**src/rtl/regfile_wb.sv**
```systemverilog
// rtl/regfile_wb.sv - RV32I write-back stage and 32x32 register file
// Optional same-cycle write-to-read forwarding: define WB_BYPASS_EN.
module regfile_wb #(
  parameter int XLEN  = 32,
  parameter int NREGS = 32,
  parameter int CNT_W = 32
) (
  input  logic             clk,
  input  logic             rst,
  input  logic [4:0]       rs1,
  input  logic [4:0]       rs2,
  output logic [XLEN-1:0]  reg_data1,
  output logic [XLEN-1:0]  reg_data2,
  input  logic             wb_valid,
  input  logic             wb_we,
  input  logic [4:0]       wb_rd,
  input  logic [1:0]       wb_sel,
  input  logic [XLEN-1:0]  alu_result,
  input  logic [XLEN-1:0]  mem_rdata,
  input  logic [1:0]       addr_lo,
  input  logic [2:0]       funct3,
  input  logic [XLEN-1:0]  pc_plus4,
  input  logic [XLEN-1:0]  imm,
  output logic             misalign_err,
  output logic [CNT_W-1:0] instret
);

  localparam logic [1:0] SEL_ALU  = 2'b00;
  localparam logic [1:0] SEL_LOAD = 2'b01;
  localparam logic [1:0] SEL_LINK = 2'b10;

  logic [XLEN-1:0]  regs_q [NREGS];
  logic [CNT_W-1:0] instret_q, instret_d;
  logic             misalign_q, misalign_d;

  logic [7:0]      ld_byte;
  logic [15:0]     ld_half;
  logic [XLEN-1:0] ld_val;
  logic            ld_bad;
  logic [XLEN-1:0] wb_value;
  logic            load_mis;
  logic            commit;
  logic            retire;

  always_comb begin
    ld_byte = mem_rdata[7:0];
    case (addr_lo)
      2'd1:    ld_byte = mem_rdata[15:8];
      2'd2:    ld_byte = mem_rdata[23:16];
      2'd3:    ld_byte = mem_rdata[31:24];
      default: ld_byte = mem_rdata[7:0];
    endcase
    ld_half = addr_lo[1] ? mem_rdata[31:16] : mem_rdata[15:0];
    ld_val  = mem_rdata;
    ld_bad  = 1'b0;
    // Unsupported load encodings are dropped the same way as misaligned ones.
    case (funct3)
      3'b000: ld_val = {{(XLEN-8){ld_byte[7]}}, ld_byte};
      3'b001: begin
        ld_val = {{(XLEN-16){ld_half[15]}}, ld_half};
        ld_bad = addr_lo[0];
      end
      3'b010: ld_bad = (addr_lo != 2'b00);
      3'b100: ld_val = {{(XLEN-8){1'b0}}, ld_byte};
      3'b101: begin
        ld_val = {{(XLEN-16){1'b0}}, ld_half};
        ld_bad = addr_lo[0];
      end
      default: ld_bad = 1'b1;
    endcase
  end

  always_comb begin
    case (wb_sel)
      SEL_ALU:  wb_value = alu_result;
      SEL_LOAD: wb_value = ld_val;
      SEL_LINK: wb_value = pc_plus4;
      default:  wb_value = imm;
    endcase
  end

  assign load_mis = (wb_sel == SEL_LOAD) && ld_bad;
  assign commit   = wb_valid && wb_we && (wb_rd != 5'd0) && !load_mis;
  assign retire   = wb_valid && !load_mis;

  assign instret_d  = retire ? instret_q + CNT_W'(1) : instret_q;
  assign misalign_d = wb_valid && load_mis;

  always_ff @(posedge clk or posedge rst) begin
    if (rst) begin
      for (int i = 0; i < NREGS; i++) regs_q[i] <= '0;
      instret_q  <= '0;
      misalign_q <= 1'b0;
    end else begin
      if (commit) regs_q[wb_rd] <= wb_value;
      instret_q  <= instret_d;
      misalign_q <= misalign_d;
    end
  end

`ifdef WB_BYPASS_EN
  assign reg_data1 = (rs1 == 5'd0) ? '0 :
                     (commit && !rst && rs1 == wb_rd) ? wb_value : regs_q[rs1];
  assign reg_data2 = (rs2 == 5'd0) ? '0 :
                     (commit && !rst && rs2 == wb_rd) ? wb_value : regs_q[rs2];
`else
  assign reg_data1 = (rs1 == 5'd0) ? '0 : regs_q[rs1];
  assign reg_data2 = (rs2 == 5'd0) ? '0 : regs_q[rs2];
`endif

  assign misalign_err = misalign_q;
  assign instret      = instret_q;

endmodule

```
**config.mk**
```make
export PLATFORM = sky130hd
export DESIGN_NAME = regfile_wb
export DESIGN_NICKNAME = d
export VERILOG_FILES = /design/src/rtl/regfile_wb.sv
export SDC_FILE = /design/constraint.sdc
export NUM_CORES = 2
export LEC_CHECK = 0
export ABC_AREA = 1
export CAP_MARGIN = 20
export CORE_ASPECT_RATIO = 1.5
export CORE_MARGIN = 2
export CORE_UTILIZATION = 27
export CTS_CLUSTER_DIAMETER = 200
export DETAILED_ROUTE_END_ITERATION = 8
export PLACE_DENSITY_LB_ADDON = 0.05
export SLEW_MARGIN = 40
export SYNTH_ARGS = -nofsm -noshare
export SYNTH_HDL_FRONTEND = slang
export SYNTH_SLANG_ARGS = --single-unit
```
**constraint.sdc**
```tcl
create_clock -name clk -period 40.4 [get_ports clk]
set_input_delay 10.1 -clock clk [delete_from_list [all_inputs] [get_ports clk]]
set_output_delay 10.1 -clock clk [all_outputs]
set_load 0.02 [all_outputs]
```
==> impl_metrics.json <==
{
  "grt_first_pass_wirelength_mm": 531.4,
  "antenna_left": 0,
  "synth_edf_count": 0,
  "drt_iter0_drc": 8472,
  "synth_area_per_cell_um2": 6.486,
  "cts_hold_buf": 0,
  "hold_viol": 0,
  "routed_wl_mm": 377.9,
  "clock.fmax_ghz": 0.04000,
  "whs_ns": 0.4025,
  "cts_tree": "yes",
  "final_max_slew_viol_count": 0,
  "fin_crit_sh_pct": 61.89,
  "routed-via-count": 70610,
  "dieArea_um2": 241800,
  "clk_pin_slew_ns": 0.06,
  "syn_nets": 10050,
  "syn2layout_area_growth_pct": 14.41,
  "cts.htree.levels": 4,
  "cts_root_buf": "clkbuf_16",
  "cts_buffers": 140,
  "place_area_um2": 68840,
  "clock_skew_ns": 0.03803,
  "crit_top_cell": "nand2_1",
  "crit_arrival_ns": 14.90,
  "antenna_found_initial": 29,
  "final_cell_area_um2": 73450,
  "layout-drive-gt1-share_pct": 5.619,
  "p_leak_nw": 35.74,
  "core_area_um2": 236700,
  "yosys.area.top_type_share_pct": 41.20,
  "clkLatencyLatePin_ns": 0.84,
  "ir_drop_v": 0.00003093,
  "vias_per_cell": 5.532,
  "cap_viol_max_count": 0,
  "cts.repair.resized": 0,
  "outcome": "completed",
  "m1WireLength_mm": 154.2,
  "yosysSeqAreaShare_pct": 41.20,
  "io_buffers": 250,
  "cpMaxStageDelayCell": "buf_12",
  "critPathMaxFanout": 135,
  "die_w_um": 402.2,
  "slowest_delay_ns": 0.70,
  "gp_congestion": 0.8278,
  "fin_crit_ns": 25.00,
  "num_io_pins": 251,
  "path_delay_family": "buffers and inverters",
  "grt_start_max_net_pins": 155,
  "wl_met3_mm": 28.49,
  "synth_flop_cell": "dfrtp_1",
  "async_flop_share_pct": 100.0,
  "stdcell_count": 12760,
  "firstDrtPassIters": 9,
  "drc": 0,
  "hold_class": "flop to flop",
  "rsz0062_at_grt": "false",
  "grt_pass1_vias": 68060,
  "initial_utilization_pct": 27.12,
  "netlist_instances": 9898,
  "path_cells": "buf_8 > inv_8 > buf_4 > buf_12 > buf_6 > nand2_1 > nand3_1 > nand3_1 > nand2_1 > nand2_1 > nand2_1 > nand2_1 > nor2_1 > clkdlybuf4s50_1",
  "worstPathRequired_ns": 30.30,
  "ys_warn_count": 0,
  "overflow": 0,
  "dr_wl_met2_mm": 174.9,
  "critical_path_class": "input port to primary output",
  "yosys.area.top_type": "dfrtp_1",
  "final.setup.tns_ns": 0,
  "rows": 219,
  "postCtsSetupBuffers": 0,
  "grt_usage_pct": 30.39,
  "clockBufferDepth": 4,
  "highest_layer": "met5",
  "path_buf_inv": 6,
  "nets": 9732,
  "place_inst": 12530,
  "syn-cell-area_um2": 64200,
  "slew_headroom_pct": 35.87,
  "startpoint_type": "input port",
  "die_h_um": 601.2,
  "worst_pin_slew_ns": 0.9584,
  "synth.area.top_cells": "dfrtp_1, nand2_1, nand3_1",
  "place.detailed.hpwl_mm": 207.9,
  "drt-wirelength-per-cell_um": 29.60,
  "synth_cell_types": 31,
  "finalPower_w": 0.003231,
  "clock-sinks": 1057,
  "worst_setup_path_end_kind": "primary output",
  "power_density_nw_per_um2": 43.99,
  "ys_ff_latch": 1057,
  "setup_viol": 0
}
==> Yosys cell counts, types with 22 or more instances <==
| library cell | instances |
|---|---|
| nor2_4 | 24 |
| o22ai_1 | 22 |
| inv_2 | 33 |
| buf_2 | 263 |
| buf_1 | 72 |
| nor2_1 | 424 |
| a21oi_1 | 217 |
| inv_1 | 119 |
| nand2_1 | 4431 |
| o21ai_0 | 326 |
| buf_4 | 26 |
| nand3_1 | 2225 |
| or2_2 | 32 |
| dfrtp_1 | 1057 |
| clkbuf_1 | 541 |
==> area by class of cell <==
type                       instances  area, um^2
clock buffer                     205        4121
tap                             3094        3871
inverter                         156       676.9
fill                           25840      163300
timing repair buffer             439        4342
multi-input combinational       7783       33620
antenna                            7       17.52
sequential                      1057       26450
clock inverter                    23       354.1
==> worst paths after layout <==
path,start,to,slack [ns],cells after the start
max,rs1[0],reg_data1[1],15.40,14
min,regs_q[1019],regs_q[1019],0.40,0
max reg2reg,instret[5],instret[17],38.23,9
min reg2reg,regs_q[1019],regs_q[1019],0.40,0
max in group asynchronous,rst,regs_q[389],26.56,8
min in group asynchronous,rst,regs_q[541],9.73,2
==> state kept, by name (all words and copies together), names as in the netlist <==
| name | cells |
|---|---|
| instret | 32 |
| misalign_err | 1 |
| regs_q | 1024 |
==> logic make-up after synthesis <==
logic type	synth area share (%)
and+or+nand+nor	46.87
buffers and inverters	6.854
DFF	41.20
AOI/OAI and AO/OA	4.810
xor gates and xnor gates	0.2456
adders and majority gates	0.01949
==> power breakdown <==
group,total [W],switching [W],internal [W]
clock,0.00129,0.000534,0.000759
sequential,0.00131,0.000117,0.00120
combinational,0.000625,0.000424,0.000200
total,0.00323,0.00108,0.00216
==> placed cells by master, fill, tap and decap left out, types with 15 or more instances in the layout <==
| cell | synthesis | routed |
|---|---|---|
| nand2_1 | 4431 | 4416 |
| nand3_1 | 2225 | 2221 |
| dfrtp_1 | 1057 | 1057 |
| nor2_1 | 424 | 416 |
| o21ai_0 | 326 | 326 |
| clkdlybuf4s50_1 | 0 | 240 |
| a21oi_1 | 217 | 217 |
| clkbuf_16 | 0 | 143 |
| buf_4 | 26 | 140 |
| inv_1 | 119 | 110 |
| nor2_4 | 24 | 38 |
| clkbuf_8 | 0 | 32 |
| clkbuf_1 | 541 | 31 |
| buf_6 | 0 | 31 |
| or2_2 | 32 | 29 |
| clkinv_2 | 0 | 29 |
| o22ai_1 | 22 | 22 |
| nand2_4 | 1 | 15 |
| a221oi_1 | 15 | 15 |
==> worst reg2reg max path, delay by kind of cell (launching register included) <==
kind             cells  cell delay [ns]
DFF                  1             0.43
and+or+nand+nor      9             1.60
==> per-layer routing <==
| layer | GRT usage, % | vias to the layer above |
|---|---|---|
| li1 | - | 31160 |
| met3 | 4.691 | 818 |
| met1 | 39.35 | 34950 |
| met2 | 49.57 | 3668 |
| met4 | 14.08 | 6 |
| met5 | 0 | - |
==> stage by stage <==
step	setup WS, ns	util [%]
after floorplan	0.5479	-
after global placement	15.12	28.90
after detailed placement	15.28	29.08
after CTS	15.26	30.97
after global routing	15.29	31.02
final	15.40	31.03
No activity file was read; power rests on OpenSTA's default activity.
